<file path="config.mk">
export PLATFORM = sky130hd
export DESIGN_NAME = sr_latch_driver
export DESIGN_NICKNAME = d
export VERILOG_FILES = /design/src/rtl/sr_drv_pkg.sv /design/src/rtl/sync2.sv /design/src/rtl/sr_latch_driver.sv
export SDC_FILE = /design/constraint.sdc
export NUM_CORES = 1
export LEC_CHECK = 0
export CAP_MARGIN = 20
export CORE_MARGIN = 10
export CORE_UTILIZATION = 30
export CTS_CLUSTER_SIZE = 20
export DETAILED_ROUTE_END_ITERATION = 10
export SLEW_MARGIN = 0
export SYNTH_ARGS = -nofsm -noshare
export SYNTH_HDL_FRONTEND = slang
export SYNTH_SLANG_ARGS = --single-unit
export TNS_END_PERCENT = 20
</file>
<file path="constraint.sdc">
create_clock -name clk -period 2.55 [get_ports clk]
set_input_delay 0.255 -clock clk [delete_from_list [all_inputs] [get_ports clk]]
set_output_delay 0.255 -clock clk [all_outputs]
set_load 0.05 [all_outputs]
</file>
<file path="src/rtl/sr_drv_pkg.sv">
// Shared definitions for the SR latch driver: command opcodes, FSM states, counter width.
// Latency: n/a (declarations only).
// Backpressure: n/a.
package sr_drv_pkg;

    // Width of the pulse/settle counters; parameters are limited to 1..255.
    localparam int CNT_W = 8;

    typedef enum logic [1:0] {
        OP_READ   = 2'b00,
        OP_SET    = 2'b01,   // drive q1 -> 1
        OP_RESET  = 2'b10,   // drive q1 -> 0
        OP_TOGGLE = 2'b11    // resolves to SET or RESET from the current q1
    } op_e;

    typedef enum logic [1:0] {
        IDLE   = 2'b00,
        PULSE  = 2'b01,
        SETTLE = 2'b10,
        CHECK  = 2'b11
    } state_e;

endpackage

</file>
<file path="src/rtl/sync2.sv">
// Two-flop synchroniser for one asynchronous input bit; both flops clear to 0 on reset.
// Latency: 2 clk cycles from input change to output.
// Backpressure: none (free-running).
// Ports: clk, rst (sync, active-high), d_i (async input), q_o (synchronised output).
module sync2 (
    input  logic clk,
    input  logic rst,
    input  logic d_i,
    output logic q_o
);

    logic meta_q;
    logic sync_q;

    always_ff @(posedge clk) begin
        if (rst) begin
            meta_q <= 1'b0;
            sync_q <= 1'b0;
        end else begin
            meta_q <= d_i;
            sync_q <= meta_q;
        end
    end

    assign q_o = sync_q;

endmodule

</file>
<file path="src/rtl/sr_latch_driver.sv">
// Clocked initiator for a NAND SR latch: pulses active-low s/r, waits to settle, checks q1/q2.
// Latency: accept -> rsp_valid = PULSE_CYCLES+SETTLE_CYCLES+1 (SET/RESET/TOGGLE), SETTLE_CYCLES+1 (READ).
// Backpressure: cmd_ready only in IDLE; a command held during busy waits, it is not consumed.
// Ports: clk, rst (sync, active-high); cmd_valid/cmd_op/cmd_ready command handshake;
//        s, r active-low latch drives; q1, q2 async latch outputs; rsp_valid/rsp_q/rsp_err
//        one-cycle response; busy (not IDLE). Build macro SR_DRV_FORBID_MON_EN adds err_sticky.
module sr_latch_driver
    import sr_drv_pkg::*;
#(
    parameter int PULSE_CYCLES  = 2,
    parameter int SETTLE_CYCLES = 3
) (
    input  logic       clk,
    input  logic       rst,
    input  logic       cmd_valid,
    input  logic [1:0] cmd_op,
    output logic       cmd_ready,
    output logic       s,
    output logic       r,
    input  logic       q1,
    input  logic       q2,
    output logic       rsp_valid,
    output logic       rsp_q,
    output logic       rsp_err,
    output logic       busy
`ifdef SR_DRV_FORBID_MON_EN
    ,
    output logic       err_sticky
`endif
);

    // Terminal counts: a state ends on the cycle its counter hits LAST.
    localparam logic [CNT_W-1:0] PULSE_LAST  = CNT_W'(PULSE_CYCLES - 1);
    localparam logic [CNT_W-1:0] SETTLE_LAST = CNT_W'(SETTLE_CYCLES - 1);

    logic q1_s;
    logic q2_s;

    sync2 u_sync_q1 (
        .clk (clk),
        .rst (rst),
        .d_i (q1),
        .q_o (q1_s)
    );

    sync2 u_sync_q2 (
        .clk (clk),
        .rst (rst),
        .d_i (q2),
        .q_o (q2_s)
    );

    state_e           state_q, state_d;
    logic [CNT_W-1:0] cnt_q,   cnt_d;
    logic             is_read_q, is_read_d;
    // Target q1 value; for TOGGLE it is frozen at accept time.
    logic             exp_q,   exp_d;

    logic accept;

    assign cmd_ready = (state_q == IDLE) && !rst;
    assign accept    = cmd_valid && cmd_ready;

    always_ff @(posedge clk) begin
        if (rst) begin
            state_q   <= IDLE;
            cnt_q     <= '0;
            is_read_q <= 1'b0;
            exp_q     <= 1'b0;
        end else begin
            state_q   <= state_d;
            cnt_q     <= cnt_d;
            is_read_q <= is_read_d;
            exp_q     <= exp_d;
        end
    end

    always_comb begin
        state_d   = state_q;
        cnt_d     = cnt_q;
        is_read_d = is_read_q;
        exp_d     = exp_q;
        case (state_q)
            IDLE: begin
                if (accept) begin
                    cnt_d = '0;
                    case (op_e'(cmd_op))
                        OP_READ: begin
                            is_read_d = 1'b1;
                            exp_d     = 1'b0;
                            state_d   = SETTLE;
                        end
                        OP_SET: begin
                            is_read_d = 1'b0;
                            exp_d     = 1'b1;
                            state_d   = PULSE;
                        end
                        OP_RESET: begin
                            is_read_d = 1'b0;
                            exp_d     = 1'b0;
                            state_d   = PULSE;
                        end
                        default: begin
                            // TOGGLE: drive toward the opposite of what the latch shows now.
                            is_read_d = 1'b0;
                            exp_d     = ~q1_s;
                            state_d   = PULSE;
                        end
                    endcase
                end
            end
            PULSE: begin
                if (cnt_q == PULSE_LAST) begin
                    cnt_d   = '0;
                    state_d = SETTLE;
                end else begin
                    cnt_d = cnt_q + 1'b1;
                end
            end
            SETTLE: begin
                if (cnt_q == SETTLE_LAST) begin
                    cnt_d   = '0;
                    state_d = CHECK;
                end else begin
                    cnt_d = cnt_q + 1'b1;
                end
            end
            default: begin
                state_d = IDLE;
            end
        endcase
    end

    // Only one of s/r can be low, and only in PULSE, so the forbidden 0/0 input never occurs.
    assign s = !((state_q == PULSE) && exp_q);
    assign r = !((state_q == PULSE) && !exp_q);

    // Gated by rst so an interrupted CHECK never emits a response.
    assign rsp_valid = (state_q == CHECK) && !rst;
    assign rsp_q     = rsp_valid && q1_s;
    assign rsp_err   = rsp_valid &&
                       ((q1_s == q2_s) || (!is_read_q && (q1_s != exp_q)));
    assign busy      = (state_q != IDLE);

`ifdef SR_DRV_FORBID_MON_EN
    // Forbidden/invalid latch state monitor: q1_s==q2_s on two consecutive cycles,
    // or any reported rsp_err, latches an error until rst or an accepted READ.
    logic eq_prev_q;
    logic sticky_q;
    logic eq_now;

    assign eq_now = (q1_s == q2_s);

    always_ff @(posedge clk) begin
        if (rst) begin
            eq_prev_q <= 1'b0;
            sticky_q  <= 1'b0;
        end else begin
            eq_prev_q <= eq_now;
            if ((eq_now && eq_prev_q) || rsp_err) begin
                sticky_q <= 1'b1;
            end else if (accept && (op_e'(cmd_op) == OP_READ)) begin
                sticky_q <= 1'b0;
            end
        end
    end

    assign err_sticky = sticky_q;
`endif

endmodule
</file>
==> results.ini, run 1 <==
[clocking]
path_clk_slew_ns=0.09
cts.sink_count=16
clock_path_buffers=2
htreeDepth=1
root_buffer=clkbuf_4
cts_hold_buf=0
post_cts_buffers=0
clkLatencyLatePin_ns=0.29
cts_tree=yes
ctsResizeCount=0
cts_buffers=3

[power]
p_leak_uw=0.0004101
powerDensity_mw_per_mm2=937.1
power_uw=1086
ir_drop_v=0.0003738

[worst_setup_path]
rr_startpoint=state_q[1]$_SDFFE_PP0P_
worstPathRequired_ns=2.30
ff2ff_setup_slack_ns=0.57
timing.rr.end=state_q[1]$_SDFFE_PP0P_
cp_max_fo=8
crit_start=state_q[1]$_SDFFE_PP0P_
cp-start-kind=flip-flop
critPathKind=flip-flop to output port
r2r_cells=6
cp-end-kind=output port
cp.arrival_ns=2.01
crit_path_end=busy

[floorplanning]
die_x_um=76.52
die_y_um=76.52
pin_count=14
std_cell_rows=20
die_area_mm2=0.005855
initial_core_util_pct=31.39
fp.coreArea_mm2=0.003053

[final_layout]
drive_above_1_share_pct=9.231
nNetsFinal=145
fin_util_pct=37.95
nFillCells=324
areaGrowthSynthToFinish_pct=20.89
antenna_cells=0

[global_routing]
antenna_found_initial=0
grt_usage_pct=7.270
grt_pass1_wl_um=3560
grt_pass1_vias=848
grt_overflow=0
grt_max_degree=19

[routing]
postRouteAntennaNets=0
drt-wirelength-per-cell_um=12.75
totalWireLength_um=2218
drt-initial-drc-count=45
avgViaCountPerCell=5.247
firstDrtPassIters=4
drc_errors=0
num_vias=913

[yosys]
avgSynthCellArea_um2=8.192
ys_dominant_reg_cell=dfxtp_1
synth-async-reset-ratio_pct=0
yosysWarningCount=0
synth_area_leaders=dfxtp_1 (33%), ha_1 (9.1%), nand4_1 (7.2%)
syn_area_um2=958.4
synth_cells=117
synth-edff-count=0
synthDominantCellAreaShare_pct=33.42
yosysMostFrequentCell=dfxtp_1
synth_cell_types=32
synth_nets=131
synth_common_cells=dfxtp_1 (16), nand2_1 (14), nand4_1 (11)
yosys.area.top_type=dfxtp_1
yosysSeqAreaShare_pct=33.42
ys_ff_latch=16

[timing]
rsz0062_at_grt=false
worst_pin_slew_ns=0.5236
report.final.slew_viol_count=0
maxSlewHeadroom_pct=65.08
fmax_mhz=440.8
clock_skew_ns=0.004376
min_period_ns=2.268
setup_violations=0
tns_ns=0
post-route-period-util_pct=88.95
hold_viol=0

[worst_hold_path]
hp-class=flip-flop to flip-flop

[placement]
place.gp.congestion=0.7924
dp_hpwl_um=1656
port_buffers=13

[status]
status=finished clean

[run]
max_cap_violations=0

## critical path, cell delays in order, from the launching register on
cell	delay [ns]
dfxtp_1	0.41
inv_1	0.10
ha_1	0.28
inv_1	0.12
clkdlybuf4s50_1	0.81
## registers in the layout (all words and copies together) (netlist names)
| name | count |
|---|---|
| u_sync_q1.q_o | 1 |
| u_sync_q2.q_o | 1 |
| is_read_q | 1 |
| u_sync_q1.meta_q | 1 |
| cnt_q | 8 |
| state_q | 2 |
| u_sync_q2.meta_q | 1 |
| exp_q | 1 |
## kinds of logic after synthesis
family,Yosys count,share of synthesized area [%]
buf+inv,12,5.091
flops,16,33.42
simple gates,53,30.94
xor+xnor,2,1.828
fa+ha+maj,7,9.138
compound gates,27,19.58
## metrics by stage
stage	instance area [um2]	cells	worst slack (ns)	hold WS, ns
5_1_grt	1159	174	0.1669	0.4588
4_1_cts	1159	174	0.2725	0.4478
3_3_place_gp	1122	170	0.6720	0.4191
6_report	1159	174	0.2816	0.4433
2_1_floorplan	958.4	117	0.4420	0.3832
3_5_place_dp	1122	170	0.6056	0.4256
## metal layers
metal  GRT usage [%]  part of all wire [%]  vias up
li1                -                     -      451
met1           7.086                    45      437
met2           13.10                    50       20
met3          0.9434                   2.7        5
met4           6.506                   2.8        0
met5               0                     0        -
## worst min path at each step
stage,start,slack (ns),cells after the start,end
global placement,u_sync_q2.meta_q$_SDFF_PP0_,0.42,1,u_sync_q2.q_o$_SDFF_PP0_
floorplan,q1,0.38,1,u_sync_q1.meta_q$_SDFF_PP0_
detailed placement,u_sync_q2.meta_q$_SDFF_PP0_,0.43,1,u_sync_q2.q_o$_SDFF_PP0_
finish,u_sync_q2.meta_q$_SDFF_PP0_,0.44,1,u_sync_q2.q_o$_SDFF_PP0_
global route,u_sync_q2.meta_q$_SDFF_PP0_,0.46,1,u_sync_q2.q_o$_SDFF_PP0_
CTS,u_sync_q2.meta_q$_SDFF_PP0_,0.45,1,u_sync_q2.q_o$_SDFF_PP0_
## power breakdown
group	internal [uW]	leakage, uW	switching [uW]
Combinational	194	0.000259	424
Clock	87.1	0.0000210	81.7
Sequential	274	0.000130	24.8
## final cells by class
| cell class | instances | area, um2 | share of cell area [%] |
|---|---|---|---|
| clock buffer | 4 | 36.28 | 3.132 |
| inverter | 6 | 22.52 | 1.944 |
| timing repair buffer | 15 | 135.1 | 11.66 |
| tap | 44 | 55.05 | 4.752 |
| multi-input combinational | 89 | 589.3 | 50.86 |
| sequential | 16 | 320.3 | 27.65 |
## cell usage in the layout, fill, tap and decap left out, types with 4 or more instances in the layout
cell / n
buf_4: 6
nor2_1: 5
nor2b_1: 6
dfxtp_1: 16
nand2b_1: 4
a21oi_1: 9
clkdlybuf4s50_1: 9
inv_1: 6
nand4_1: 11
ha_1: 7
nand2_1: 14
a31oi_1: 5
Note: power is estimated with default switching activity, not from simulation.
==> inputs of run 2 (changes only) <==
- GPL_TIMING_DRIVEN: default -> 0
==> run 2 against run 1 <==
Net effect:
- final area did not move
- sequential cell count did not move
- first-iteration DRC count rose by 24%
- setup slack got worse by 0.067 ns
- highest routed layer unchanged
- maximum frequency fell by 2.9%
- wire length rose by 5.0%
- worst hold slack got worse by 0.18 ns
- sequential share of layout area did not move
==> results.ini, run 2 (synthesized netlist as in run 1, its figures left out) <==
[status]
status=finished clean  ; unchanged

[final_layout]
nNetsFinal=148  ; was 145
drive_above_1_share_pct=6.061  ; was 9.231%
layout_common_cells=dfxtp_1 (16), nand2_1 (14), nand4_1 (11), clkdlybuf4s50_1 (11), a21oi_1 (9)  ; was dfxtp_1 (16), nand2_1 (14), nand4_1 (11)
antenna_cells=0  ; unchanged
areaGrowthSynthToFinish_pct=20.89  ; unchanged
final_common_cell=dfxtp_1  ; unchanged
reg_top3=cnt_q x8, state_q x2  ; unchanged
largest_register_ffs=8  ; unchanged
top_register=cnt_q  ; unchanged

[worst_hold_path]
hp-class=input pin to flip-flop  ; was flip-flop to flip-flop

[clocking]
clkLatencyLatePin_ns=0.28  ; was 0.29 ns
htreeDepth=1  ; unchanged
cts_tree=yes  ; unchanged
cts_hold_buf=0  ; unchanged
cts_buffers=3  ; unchanged
clock_path_buffers=2  ; unchanged
path_clk_slew_ns=0.09  ; about the same
root_buffer=clkbuf_4  ; unchanged
cts.sink_count=16  ; unchanged

[worst_setup_path]
crit_path_end=busy  ; unchanged
rr_startpoint=state_q[1]$_SDFFE_PP0P_  ; unchanged
cp-end-kind=output port  ; unchanged
cp-start-kind=flip-flop  ; unchanged
r2r_cells=6  ; unchanged
worstPathRequired_ns=2.30  ; about the same
ff2ff_setup_slack_ns=0.67  ; was 0.57 ns
timing.rr.end=cnt_q[6]$_SDFFE_PP0P_  ; was state_q[1]$_SDFFE_PP0P_
crit_start=state_q[1]$_SDFFE_PP0P_  ; unchanged
cp.arrival_ns=2.08  ; was 2.01 ns
critPathKind=flip-flop to output port  ; unchanged
cp_max_fo=8  ; unchanged

[placement]
dp_hpwl_um=1683  ; was 1656 um
port_buffers=12  ; was 13
place.gp.congestion=0.7896  ; was 0.7924

[routing]
firstDrtPassIters=4  ; unchanged
num_vias=908  ; was 913
totalWireLength_um=2329  ; was 2218 um
avgViaCountPerCell=5.159  ; was 5.247
drc_errors=0  ; unchanged
postRouteAntennaNets=0  ; unchanged
drt-initial-drc-count=56  ; was 45
drt-wirelength-per-cell_um=13.23  ; was 12.75 um

[timing]
fin_hold_ws_ns=0.2681  ; was 0.4433 ns
hold_viol=0  ; unchanged
clock_skew_ns=0.005208  ; was 0.004376 ns
tns_ns=0  ; unchanged
report.final.slew_viol_count=0  ; unchanged
worst_pin_slew_ns=0.6934  ; was 0.5236 ns
post-route-period-util_pct=91.57  ; was 88.95%
min_period_ns=2.335  ; was 2.268 ns
setup_violations=0  ; unchanged
fmax_mhz=428.2  ; was 440.8 MHz
maxSlewHeadroom_pct=53.77  ; was 65.08%
rsz0062_at_grt=false  ; unchanged

[global_routing]
grt_pass1_wl_um=3988  ; was 3560 um
grt_max_degree=11  ; was 19
grt_usage_pct=8.139  ; was 7.270%
grt_overflow=0  ; unchanged
grt_pass1_vias=839  ; was 848
antenna_found_initial=0  ; unchanged

[floorplanning]
fp.coreArea_mm2=0.003053  ; unchanged
die_y_um=76.52  ; unchanged
die_x_um=76.52  ; unchanged
pin_count=14  ; unchanged
std_cell_rows=20  ; unchanged
initial_core_util_pct=31.39  ; unchanged
die_area_mm2=0.005855  ; unchanged

[power]
powerDensity_mw_per_mm2=924.3  ; was 937.1 mW/mm2
p_leak_uw=0.0004098  ; was 0.0004101 uW
ir_drop_v=0.0002339  ; was 0.0003738 V

[run]
max_cap_violations=0  ; unchanged

## run 2: changes by cell type in the layout (fill, tap and decap cells not counted)
cell / delta
clkbuf_1: +2
buf_4: -6
buf_2: +2
buf_1: +1
clkbuf_2: +1
dlymetal6s2s_1: +1
clkbuf_8: -1
clkdlybuf4s50_1: +2
## run 2: area by class of cell
cell class	instances	area [um2]
fillers	342	1894
multi-input cells	89	589.3
flip-flops and latches	16	320.3
repair buffers	12	122.6
well taps	44	55.05
plain buffers	6	26.28
clock buffers	3	22.52
inverters	6	22.52
## run 2: how the worst min path moves through the flow
stage | from | to | slack, ns | depth (start not counted)
after global placement | u_sync_q2.meta_q$_SDFF_PP0_ | u_sync_q2.q_o$_SDFF_PP0_ | 0.42 | 1
final | rst | u_sync_q1.meta_q$_SDFF_PP0_ | 0.27 | 2
after floorplan | q1 | u_sync_q1.meta_q$_SDFF_PP0_ | 0.38 | 1
after CTS | rst | cnt_q[2]$_SDFFE_PP0P_ | 0.26 | 2
after global routing | rst | u_sync_q2.q_o$_SDFF_PP0_ | 0.26 | 2
after detailed placement | u_sync_q1.meta_q$_SDFF_PP0_ | u_sync_q1.q_o$_SDFF_PP0_ | 0.43 | 1
## run 2: worst max-delay path: stages (launching register included)
cell and delay (ns):
dfxtp_1 0.41, inv_1 0.10, ha_1 0.18, clkbuf_1 0.17, inv_1 0.12, clkdlybuf4s50_1 0.81
## run 2: power by group
group	total (uW)	switching, uW	internal (uW)
combinational	641	442	199
clock	131	76.6	54.9
sequential	298	24.1	274
total	1070	543	528
## run 2: routing by layer
| metal | vias up | track usage, % | wire, um |
|---|---|---|---|
| met1 | 439 | 9.980 | 1099 |
| met4 | 0 | 5.019 | 36 |
| met5 | - | 0 | 0 |
| met3 | 2 | 1.533 | 71 |
| li1 | 452 | - | - |
| met2 | 15 | 12.76 | 1123 |
## run 2: repair_timing
item	in CTS	in global routing
setup buffers	0	0
gates resized for setup	0	1
setup endpoints to repair	0	1
## run 2: per-stage QoR
stage / setup slack [ns] / utilization (%) / instance area [um2] / power (uW) / instances
floorplan: 0.4420 / - / 958.4 / 762.8 / 117
global placement: 0.4528 / 37.13 / 1134 / 932.2 / 173
detailed placement: 0.4118 / 37.13 / 1134 / 940.7 / 173
CTS: 0.07484 / 37.87 / 1156 / 1078 / 176
global route: 0.05401 / 37.95 / 1159 / 1170 / 176
finish: 0.2149 / 37.95 / 1159 / 1071 / 176
